### src/rtl/map_encoder.sv
// Collects a 5x7 pixel map one column per cycle, then searches the eight known
// map patterns sequentially and returns the matching map code over valid/ready.
module map_encoder #(
    parameter int unsigned DATA_WIDTH    = 35,
    parameter int unsigned COLUNE_SIZE   = 7,
    parameter int unsigned TOTAL_COLUNES = 5
) (
    input  logic                   clk,
    input  logic                   rst_n,
    input  logic                   col_valid,
    input  logic                   col_first,
    input  logic [COLUNE_SIZE-1:0] col_data,
    output logic                   col_ready,
    output logic                   out_valid,
    input  logic                   out_ready,
    output logic [2:0]             code_out,
    output logic                   match,
    output logic [DATA_WIDTH-1:0]  map_out,
    output logic                   busy
);

    localparam int unsigned IDX_W = 3;

    localparam logic [1:0] ST_COLLECT = 2'd0;
    localparam logic [1:0] ST_SEARCH  = 2'd1;
    localparam logic [1:0] ST_RESULT  = 2'd2;

    localparam logic [IDX_W-1:0] LAST_COL  = IDX_W'(TOTAL_COLUNES - 1);
    localparam logic [2:0]       LAST_CAND = 3'd7;

    // Known map patterns, indexed by map code.
    function automatic logic [DATA_WIDTH-1:0] pattern(input logic [2:0] code);
        logic [DATA_WIDTH-1:0] p;
        case (code)
            3'd0:    p = DATA_WIDTH'(35'h1C7FFFDF0);
            3'd1:    p = DATA_WIDTH'(35'h6FB37ECEF);
            3'd2:    p = DATA_WIDTH'(35'h7FBFFFFFF);
            3'd3:    p = DATA_WIDTH'(35'h07A7DE7FF);
            3'd4:    p = DATA_WIDTH'(35'h7DDBBB26F);
            3'd5:    p = DATA_WIDTH'(35'h5FA1F73F7);
            3'd6:    p = DATA_WIDTH'(35'h63BAEEEE3);
            default: p = DATA_WIDTH'(35'h1BF726DFF);
        endcase
        return p;
    endfunction

    logic [1:0]            state_q,     state_d;
    logic [IDX_W-1:0]      col_idx_q,   col_idx_d;
    logic [2:0]            cand_q,      cand_d;
    logic [DATA_WIDTH-1:0] map_q,       map_d;
    logic [2:0]            code_q,      code_d;
    logic                  match_q,     match_d;
    logic                  out_valid_q, out_valid_d;
    logic                  col_ready_q, col_ready_d;
    logic                  busy_q,      busy_d;
    logic [IDX_W-1:0]      slot;

    // Next-state and next-output logic.
    always_comb begin
        state_d   = state_q;
        col_idx_d = col_idx_q;
        cand_d    = cand_q;
        map_d     = map_q;
        code_d    = code_q;
        match_d   = match_q;
        slot      = '0;

        case (state_q)
            ST_COLLECT: begin
                if (col_valid && col_ready_q) begin
                    // col_first always resynchronises to slice 0.
                    slot = col_first ? '0 : col_idx_q;
                    for (int j = 0; j < int'(TOTAL_COLUNES); j++) begin
                        if (slot == IDX_W'(j))
                            map_d[j*COLUNE_SIZE +: COLUNE_SIZE] = col_data;
                    end
                    if (col_first) begin
                        col_idx_d = IDX_W'(1);
                    end else if (col_idx_q == LAST_COL) begin
                        state_d   = ST_SEARCH;
                        col_idx_d = '0;
                        cand_d    = '0;
                    end else begin
                        col_idx_d = col_idx_q + IDX_W'(1);
                    end
                end
            end
            ST_SEARCH: begin
                if (map_q == pattern(cand_q)) begin
                    code_d  = cand_q;
                    match_d = 1'b1;
                    state_d = ST_RESULT;
                end else if (cand_q == LAST_CAND) begin
                    code_d  = 3'd0;
                    match_d = 1'b0;
                    state_d = ST_RESULT;
                end else begin
                    cand_d = cand_q + 3'd1;
                end
            end
            ST_RESULT: begin
                if (out_valid_q && out_ready)
                    state_d = ST_COLLECT;
            end
            default: state_d = ST_COLLECT;
        endcase

        // out_valid rises one cycle after entering RESULT and holds until taken.
        out_valid_d = (state_q == ST_RESULT) && (state_d == ST_RESULT);
        col_ready_d = (state_d == ST_COLLECT);
        busy_d      = (state_d != ST_COLLECT);
    end

    always_ff @(posedge clk or negedge rst_n) begin
        if (!rst_n) begin
            state_q     <= ST_COLLECT;
            col_idx_q   <= '0;
            cand_q      <= '0;
            map_q       <= '0;
            code_q      <= '0;
            match_q     <= 1'b0;
            out_valid_q <= 1'b0;
            col_ready_q <= 1'b1;
            busy_q      <= 1'b0;
        end else begin
            state_q     <= state_d;
            col_idx_q   <= col_idx_d;
            cand_q      <= cand_d;
            map_q       <= map_d;
            code_q      <= code_d;
            match_q     <= match_d;
            out_valid_q <= out_valid_d;
            col_ready_q <= col_ready_d;
            busy_q      <= busy_d;
        end
    end

    assign col_ready = col_ready_q;
    assign out_valid = out_valid_q;
    assign code_out  = code_q;
    assign match     = match_q;
    assign map_out   = map_q;
    assign busy      = busy_q;

endmodule

### config.mk
export PLATFORM = sky130hd
export DESIGN_NAME = map_encoder
export DESIGN_NICKNAME = d
export VERILOG_FILES = /design/src/rtl/map_encoder.sv
export SDC_FILE = /design/constraint.sdc
export NUM_CORES = 1
export LEC_CHECK = 0
export CAP_MARGIN = 0
export CORE_MARGIN = 4
export CORE_UTILIZATION = 28
export CTS_CLUSTER_DIAMETER = 150
export CTS_CLUSTER_SIZE = 14
export DETAILED_ROUTE_END_ITERATION = 16
export GPL_TIMING_DRIVEN = 0
export SLEW_MARGIN = 15
export SYNTH_ARGS = -nofsm -noshare
export SYNTH_HDL_FRONTEND = slang
export SYNTH_SLANG_ARGS = --single-unit
### constraint.sdc
create_clock -name clk -period 4 [get_ports clk]
set_clock_uncertainty 0.15 [all_clocks]
set_input_delay 0.8 -clock clk [delete_from_list [all_inputs] [get_ports clk]]
set_output_delay 0.8 -clock clk [all_outputs]
set_load 0.05 [all_outputs]
==> impl_metrics.env, run 1 <==
export IMPL_critPathKind="register to register"
export IMPL_io_buffers=53
export IMPL_final_antenna_net_count=0
export IMPL_cts_tree="built"
export IMPL_power_leakage_nw=1.55
export IMPL_core_um2=10300
export IMPL_antenna_found_initial=0
export IMPL_ys_warn_count=0
export IMPL_wl_per_cell_um=17.2
export IMPL_die_w_um=111
export IMPL_cts_path_max_buffers=2
export IMPL_synthSimpleGateAreaFrac_pct=20.0
export IMPL_post_route_period_util_pct=89.3
export IMPL_route_detailed_drc=0
export IMPL_setup_viol=0
export IMPL_cp_arrival_ns=3.62
export IMPL_outcome="completed"
export IMPL_antenna_cells=0
export IMPL_gp_congestion=0.929
export IMPL_yosysMostFrequentCell="dfrtp_1"
export IMPL_slew_headroom_pct=45.6
export IMPL_yosys_area_top_type="dfrtp_1"
export IMPL_cts_resized=0
export IMPL_synth_fa_ha_area_share_pct=3.36
export IMPL_drive_gt1_share_pct=17.5
export IMPL_grt_pass1_wl_um=14200
export IMPL_synthCells=304
export IMPL_clk_pin_slew_ns=0.10
export IMPL_dominantRegCellSynth="dfrtp_1"
export IMPL_fin_crit_ns=3.57
export IMPL_slowest_delay_ns=0.40
export IMPL_syn_nets=324
export IMPL_path_max_fanout=10
export IMPL_cts_made_buffers=5
export IMPL_synth_mux_area_share_pct=14.6
export IMPL_critical_path_top_delay_family="buffers and inverters"
export IMPL_start_util_pct=28.8
export IMPL_hold_viol=0
export IMPL_ys_types=52
export IMPL_dp_slack_ns=0.488
export IMPL_final_core_util_pct=36.7
export IMPL_critPathBufInv=5
export IMPL_num_vias=2614
export IMPL_crit_chain="buf_2 -> inv_1 -> buf_2 -> ha_1 -> buf_2 -> buf_1 -> o21ai_0 -> a32oi_1 -> o211ai_1 -> nor4_1 -> and4b_4 -> a21oi_2 -> mux2_1"
export IMPL_setup_ws_ns=0.430
export IMPL_ioPinCount=54
export IMPL_die_h_um=111
export IMPL_synth_area_um2=2980
export IMPL_synthArstFlopShare_pct=100
export IMPL_ctsHtreeMaxLevel=2
export IMPL_setup_tns_ns=0
export IMPL_nets=385
export IMPL_grt_ovfl_total=0
export IMPL_first_pass_iters=4
export IMPL_crit_required_ns=4.05
export IMPL_drv_slew=0
export IMPL_synth_xor_area_share_pct=1.47
export IMPL_p_per_area_nw_per_um2=911
export IMPL_synth_top_area_share_pct=41.2
export IMPL_seq_area_frac_synth_pct=42.1
export IMPL_fmax_ghz=0.280
export IMPL_synth_area_leaders="dfrtp_1 (41%), mux2_2 (13%), ha_1 (3.4%), o21ai_0 (3.0%), nand3_1 (2.7%)"
export IMPL_synthTopCellsByCount="dfrtp_1 (49), mux2_2 (35), nand2_1 (21), nor2_1 (19), o21ai_0 (18)"
export IMPL_drv_cap=0
export IMPL_cts_setup_buffers=0
export IMPL_grt_pass1_vias=2663
export IMPL_clk_latency_ns=0.31
export IMPL_syn_to_final_growth_pct=27.3
export IMPL_routed_wl_um=8640
export IMPL_hp_class="primary input to asynchronous set/reset pin"
export IMPL_hpwl_um=6570
export IMPL_grt_setup_unrepaired="no"
export IMPL_rows=37
export IMPL_drt_initial_drc_count=156
export IMPL_grt_start_max_net_pins=29
export IMPL_cp_start_kind="register"
export IMPL_routed_via_density=5.21
export IMPL_worst_pin_slew_ns=0.815
export IMPL_synth_edf_count=0
export IMPL_die_area_um2=12300
export IMPL_crit_top_cell="buf_2"
export IMPL_cp_end_kind="register"
export IMPL_instances_no_fill=502
export IMPL_track_usage_pct=14.2
export IMPL_clock_sinks=50
export IMPL_critPathSlowestCell="buf_1"
export IMPL_synth_compound_area_share_pct=13.8
export IMPL_syn_avg_cell_area_um2=9.80
export IMPL_ir_drop_v=0.000497
export IMPL_synth_top_family_by_area="simple AND/OR/NAND/NOR gates"
export IMPL_cts_hold_fix_buffers=0
export IMPL_ys_seq_elements=50
export IMPL_cts_root_buf="clkbuf_8"
export IMPL_dp_cells=494
==> worst register-to-register path, delay by kind of cell (launching register included) <==
kind            cells  cell delay, ns
compound gates      4            0.58
fa+ha+maj           1            0.17
buf+inv             5            1.21
flops               1            0.38
mux                 1            0.34
simple gates        2            0.63
==> path summary, 6_finish.rpt <==
check / to / depth (start not counted) / slack [ns] / startpoint
worst max-delay path: cand_q[1] / 13 / 0.43 / cand_q[2]
worst min-delay path: map_out[23] / 1 / 0.33 / rst_n
worst max register to register: cand_q[1] / 13 / 0.43 / cand_q[2]
worst min register to register: match / 2 / 0.33 / match
max in group asynchronous: col_ready / 2 / 2.77 / rst_n
min in group clk: match / 2 / 0.33 / match
==> cell type report <==
type                       count  area (µm²)
clock buffer                   5        68.8
fill                        1078        6530
buffer                        18        91.3
multi-input combinational    223        1590
timing repair buffer          54         546
clock inverter                 3        28.8
inverter                      13        48.8
sequential                    50        1250
tap                          136         170
==> cells by family (layout without fill, tap and decap cells) <==
group	after synthesis	count (layout)
buffers and inverters	31	93
AND/OR/NAND/NOR	110	110
flip-flops	50	50
multiplexers	39	39
AO/OA/AOI/OAI	61	61
XOR/XNOR	5	5
adder cells (fa/ha/maj)	8	8
==> per-layer routing <==
metal	vias up	wire, µm	GRT usage, %
met5	-	0	0
met4	0	63	3.33
met3	6	461	2.67
met2	71	4080	22.9
met1	1289	4030	19.8
li1	1248	-	-
==> power breakdown <==
group | leakage (nW) | switching, mW | internal, mW
Combinational | 0.875 | 1.37 | 0.817
Sequential | 0.629 | 0.253 | 0.703
Clock | 0.0502 | 0.184 | 0.130
==> state kept, by name, indices dropped and copies added (netlist names) <==
register / cells
cand_q: 3
code_out: 3
match: 1
busy: 1
out_valid: 1
col_idx_q: 3
map_out: 35
col_ready: 1
state_q: 2
==> per-stage QoR <==
stage / hold WS, ns / total power, mW / instance area, µm²
after detailed placement: 0.311 / 3.14 / 3690
after global placement: 0.302 / 3.12 / 3680
after CTS: 0.333 / 3.47 / 3790
after floorplan: 0.316 / 2.45 / 2980
after global routing: 0.361 / 3.70 / 3790
final: 0.327 / 3.45 / 3790
==> placed cells by master (no fill, tap or decap), drive strengths merged, types with 8 or more instances in the layout <==
cell type,instances
o21ai,18
nor3,15
buf,12
clkbuf,13
nand2,21
inv,14
clkdlybuf4s50,52
nand3,16
dfrtp,49
a21oi,13
nor2,19
ha,8
mux2,36
No activity file was read; power rests on OpenSTA's default activity.
==> run 2, diff against run 1 <==
--- a/config.mk
+++ b/config.mk
@@ -11,6 +11,7 @@
 export CTS_CLUSTER_DIAMETER = 150
 export CTS_CLUSTER_SIZE = 14
 export DETAILED_ROUTE_END_ITERATION = 16
+export DONT_BUFFER_PORTS = 1
 export GPL_TIMING_DRIVEN = 0
 export SLEW_MARGIN = 15
 export SYNTH_ARGS = -nofsm -noshare
==> run 2 against run 1 <==
Against the previous run: first-iteration DRC count is 3.8% higher; sequential share of layout area is 5.5 points higher; routed wire length fell by 2.0%; worst setup slack better by 0.042 ns; hold slack lost 0.31 ns; register-to-register slack improved by 0.04 ns; clock-buffer cell count increased by 1; sequential cell count did not move; critical path depth is the same; non-clock buffer count is 54 lower; utilization shrank 5.3 points; fmax increased by 1.2%.
==> impl_metrics.env, run 2 (same netlist as run 1, synthesis figures left out) <==
export IMPL_path_max_fanout=10
export IMPL_critPathBufInv=5
export IMPL_worst_pin_slew_ns=0.774
export IMPL_layout_common_cells="dfrtp_1 (49), mux2_2 (35), nand2_1 (21)"
export IMPL_critPathSlowestCell="dfrtp_1"
export IMPL_cts_tree="built"
export IMPL_outcome="completed"
export IMPL_routed_wl_um=8470
export IMPL_fin_crit_ns=3.53
export IMPL_setup_viol=0
export IMPL_hp_class="primary input to asynchronous set/reset pin"
export IMPL_layout_commonest_cell="dfrtp_1"
export IMPL_start_util_pct=28.8
export IMPL_gp_congestion=0.915
export IMPL_instances_no_fill=448
export IMPL_cts_resized=0
export IMPL_drv_cap=0
export IMPL_cp_arrival_ns=3.58
export IMPL_drive_gt1_share_pct=19.9
export IMPL_setup_ws_ns=0.472
export IMPL_ctsHtreeMaxLevel=2
export IMPL_wl_per_cell_um=18.9
export IMPL_clk_latency_ns=0.32
export IMPL_grt_start_max_net_pins=51
export IMPL_slowest_delay_ns=0.39
export IMPL_grt_setup_unrepaired="no"
export IMPL_critPathKind="register to register"
export IMPL_largest_reg_flops=35
export IMPL_die_area_um2=12300
export IMPL_ioPinCount=54
export IMPL_setup_tns_ns=0
export IMPL_fmax_ghz=0.283
export IMPL_cts_made_buffers=5
export IMPL_antenna_found_initial=0
export IMPL_routed_via_density=5.55
export IMPL_drv_slew=0
export IMPL_hpwl_um=6250
export IMPL_syn_to_final_growth_pct=9.03
export IMPL_cts_root_buf="clkbuf_8"
export IMPL_io_buffers=0
export IMPL_post_route_period_util_pct=88.2
export IMPL_cts_hold_fix_buffers=0
export IMPL_slew_headroom_pct=48.3
export IMPL_first_pass_iters=5
export IMPL_stdcell_area_um2=3250
export IMPL_grt_pass1_vias=2368
export IMPL_hold_viol=0
export IMPL_drt_initial_drc_count=162
export IMPL_cp_end_kind="register"
export IMPL_num_vias=2485
export IMPL_crit_required_ns=4.05
export IMPL_nFillCells=1049
export IMPL_grt_ovfl_total=0
export IMPL_route_detailed_drc=0
export IMPL_clock_sinks=50
export IMPL_cp_start_kind="register"
export IMPL_place_area_um2=3150
export IMPL_dp_slack_ns=0.548
export IMPL_crit_chain="buf_2 -> inv_1 -> buf_2 -> ha_1 -> buf_2 -> buf_1 -> o21ai_0 -> a32oi_1 -> o211ai_1 -> nor4_1 -> and4b_4 -> a21oi_2 -> mux2_1"
export IMPL_track_usage_pct=13.5
export IMPL_final_antenna_net_count=0
export IMPL_nets=331
export IMPL_critical_path_top_delay_family="buffers and inverters"
export IMPL_antenna_cells=0
export IMPL_crit_start="cand_q[2]"
export IMPL_crit_top_cell="buf_2"
export IMPL_die_h_um=111
export IMPL_clk_pin_slew_ns=0.09
export IMPL_dp_cells=440
export IMPL_rr_startpoint="cand_q[2]"
export IMPL_cts_path_max_buffers=2
export IMPL_grt_pass1_wl_um=13400
export IMPL_core_um2=10300
export IMPL_rows=37
export IMPL_cts_setup_buffers=0
export IMPL_die_w_um=111
-- run 2: cell count changes in the layout (fill, tap and decap cells not counted), sizes merged --
cell           before  now
clkinvlp            0    1
buf                12   10
clkinv              2    0
clkdlybuf4s50      52    0
clkbuf             13   14
-- run 2: final cells by class --
cell class	count	area, µm²	area share (%)
well taps	136	170	5.24
inverters	13	48.8	1.50
multi-input cells	223	1590	48.8
plain buffers	18	91.3	2.81
clock inverters	2	16.3	0.501
flip-flops and latches	50	1250	38.6
clock buffers	6	82.6	2.54
-- run 2: worst reg2reg max path, delay by kind of cell (launching register included) --
kind / cells / cell delay (ns)
flip-flops: 1 / 0.39
AO/OA/AOI/OAI: 4 / 0.56
buffers and inverters: 5 / 1.15
multiplexers: 1 / 0.34
AND/OR/NAND/NOR: 2 / 0.65
adder cells (fa/ha/maj): 1 / 0.17
-- run 2: metrics by stage --
step / hold WS (ns) / utilization, %
6_report: 0.0211 / 31.5
5_1_grt: 0.00110 / 31.5
4_1_cts: 0.00230 / 31.5
3_5_place_dp: 0.357 / 30.5
3_3_place_gp: 0.350 / 30.5
2_1_floorplan: 0.316 / -
-- run 2: worst paths after layout --
kind	to	slack, ns	cells after the start
setup reg to reg	cand_q[1]	0.47	13
max in group asynchronous	col_ready	3.50	0
hold reg to reg	out_valid	0.37	1
hold / removal	state_q[1]	0.02	0
setup / recovery	cand_q[1]	0.47	13
min in group clk	out_valid	0.37	1
-- run 2: metal layers --
layer | GRT usage [%] | vias up | part of all wire (%)
li1 | - | 1142 | -
met1 | 17.0 | 1245 | 43
met2 | 22.0 | 84 | 47
met3 | 4.31 | 14 | 7.9
met4 | 4.62 | 0 | 2.3
met5 | 0 | - | 0
Power of run 2 is left out: the tool's default activity adds up to more than one toggle a clock period on the data nets, which glitch-free logic cannot reach.
==> run 3, diff against run 2 <==
--- a/config.mk
+++ b/config.mk
@@ -5,7 +5,8 @@
 export SDC_FILE = /design/constraint.sdc
 export NUM_CORES = 1
 export LEC_CHECK = 0
-export CAP_MARGIN = 0
+export CAP_MARGIN = 10
+export CORE_ASPECT_RATIO = 0.9
 export CORE_MARGIN = 4
 export CORE_UTILIZATION = 28
 export CTS_CLUSTER_DIAMETER = 150
==> run 3 against run 2 <==
Against the previous run: register-to-register slack lost 0.07 ns; cell count is 1.6% lower; sequential share of layout area is 0.53 points lower; fmax fell by 1.9%; first-iteration DRC count is 38% higher; utilization up 0.40 points; non-clock buffer count unchanged; clock-buffer cell count decreased by 1; die area is essentially flat; highest routed layer unchanged.
==> impl_metrics.env, run 3 (same netlist as run 1, synthesis figures left out) <==
export IMPL_outcome="completed"
export IMPL_cts_made_buffers=5
export IMPL_gp_congestion=0.921
export IMPL_die_w_um=117
export IMPL_cts_resized=0
export IMPL_setup_tns_ns=0
export IMPL_antenna_cells=0
export IMPL_hold_viol=0
export IMPL_nFillCells=1078
export IMPL_cp_end_kind="register"
export IMPL_grt_start_max_net_pins=51
export IMPL_cts_tree="built"
export IMPL_crit_top_cell="buf_2"
export IMPL_clk_pin_slew_ns=0.08
export IMPL_worst_pin_slew_ns=0.819
export IMPL_crit_chain="buf_2 -> inv_1 -> buf_2 -> ha_1 -> buf_2 -> buf_1 -> o21ai_0 -> a32oi_1 -> o211ai_1 -> nor4_1 -> and4b_4 -> a21oi_2 -> mux2_1"
export IMPL_cts_setup_buffers=0
export IMPL_fin_crit_ns=3.60
export IMPL_path_max_fanout=10
export IMPL_fmax_ghz=0.278
export IMPL_drv_slew=0
export IMPL_top_layer="met4"
export IMPL_drive_gt1_share_pct=19.9
export IMPL_critPathKind="register to register"
export IMPL_ioPinCount=54
export IMPL_slew_headroom_pct=45.3
export IMPL_nets=331
export IMPL_cp_arrival_ns=3.63
export IMPL_routed_wl_um=8660
export IMPL_drv_cap=0
export IMPL_rows=35
export IMPL_core_um2=10300
export IMPL_die_h_um=106
export IMPL_route_met3_wl_um=745
export IMPL_setup_viol=0
export IMPL_route_detailed_drc=0
export IMPL_die_area_um2=12400
export IMPL_num_vias=2496
export IMPL_grt_pass1_wl_um=14000
export IMPL_crit_required_ns=4.03
export IMPL_syn_to_final_growth_pct=10.5
export IMPL_drt_initial_drc_count=224
export IMPL_multi_input_area_um2=1590
export IMPL_cts_root_buf="clkbuf_16"
export IMPL_cts_path_max_buffers=2
export IMPL_clock_sinks=50
export IMPL_track_usage_pct=14.4
export IMPL_final_antenna_net_count=0
export IMPL_hpwl_um=6330
export IMPL_routed_via_density=5.66
export IMPL_antenna_found_initial=0
export IMPL_start_util_pct=28.8
export IMPL_seqCellArea_um2=1250
export IMPL_layout_commonest_cell="dfrtp_1"
export IMPL_post_route_period_util_pct=89.9
export IMPL_critPathSlowestCell="buf_1"
export IMPL_wl_met2_um=4090
export IMPL_grt_setup_unrepaired="no"
export IMPL_wl_met1_um=3650
export IMPL_cts_hold_fix_buffers=0
export IMPL_cp_start_kind="register"
export IMPL_grt_ovfl_total=0
export IMPL_slowest_delay_ns=0.42
export IMPL_layout_common_cells="dfrtp_1 (49), mux2_2 (35), nand2_1 (21)"
export IMPL_largest_reg_flops=35
export IMPL_wl_per_cell_um=19.6
export IMPL_hp_class="primary input to asynchronous set/reset pin"
export IMPL_ctsHtreeMaxLevel=2
export IMPL_clk_latency_ns=0.30
export IMPL_io_buffers=0
export IMPL_grt_pass1_vias=2456
export IMPL_fin_worst_hold_slack_ns=0.0377
export IMPL_first_pass_iters=5
run 3: cell types whose count changed in the layout (fill, tap and decap cells not counted), sizes merged:
cell,previous run,this run
inv,14,15
clkbuf,14,13
run 3: through the flow:
step | std cells | setup slack (ns) | area (µm²) | util, %
floorplan | 304 | 1.03 | 2980 | -
global placement | 433 | 0.523 | 3140 | 30.4
detailed placement | 433 | 0.505 | 3140 | 30.4
CTS | 441 | 0.449 | 3290 | 31.9
global route | 441 | 0.237 | 3290 | 31.9
finish | 441 | 0.404 | 3290 | 31.9
run 3: path summary, 6_finish.rpt:
| check | start | endpoint | slack (ns) | depth (start not counted) |
|---|---|---|---|---|
| worst min register to register | state_q[0] | out_valid | 0.36 | 1 |
| worst min-delay path | rst_n | map_out[34] | 0.04 | 0 |
| max in group asynchronous | rst_n | col_ready | 3.45 | 0 |
| worst max register to register | cand_q[2] | cand_q[1] | 0.40 | 13 |
| worst max-delay path | cand_q[2] | cand_q[1] | 0.40 | 13 |
| min in group clk | state_q[0] | out_valid | 0.36 | 1 |
run 3: cell type report:
type,instances,area share (%)
buffer,18,2.77
multi-input combinational,223,48.2
inverter,13,1.48
clock buffer,5,3.80
tap,129,4.90
clock inverter,3,0.836
sequential,50,38.0
run 3: layer usage:
metal | track usage (%) | vias to the layer above
li1 | - | 1138
met1 | 18.4 | 1239
met3 | 5.28 | 16
met2 | 22.4 | 103
met4 | 4.67 | 0
met5 | 0 | -
run 3: worst max-delay path: cells and delay by family, from the launching register on:
| family | cells | cell delay [ns] |
|---|---|---|
| mux | 1 | 0.34 |
| fa+ha+maj | 1 | 0.19 |
| flops | 1 | 0.38 |
| simple gates | 2 | 0.66 |
| buf+inv | 5 | 1.21 |
| compound gates | 4 | 0.56 |
Power of run 3 is left out for the same reason.
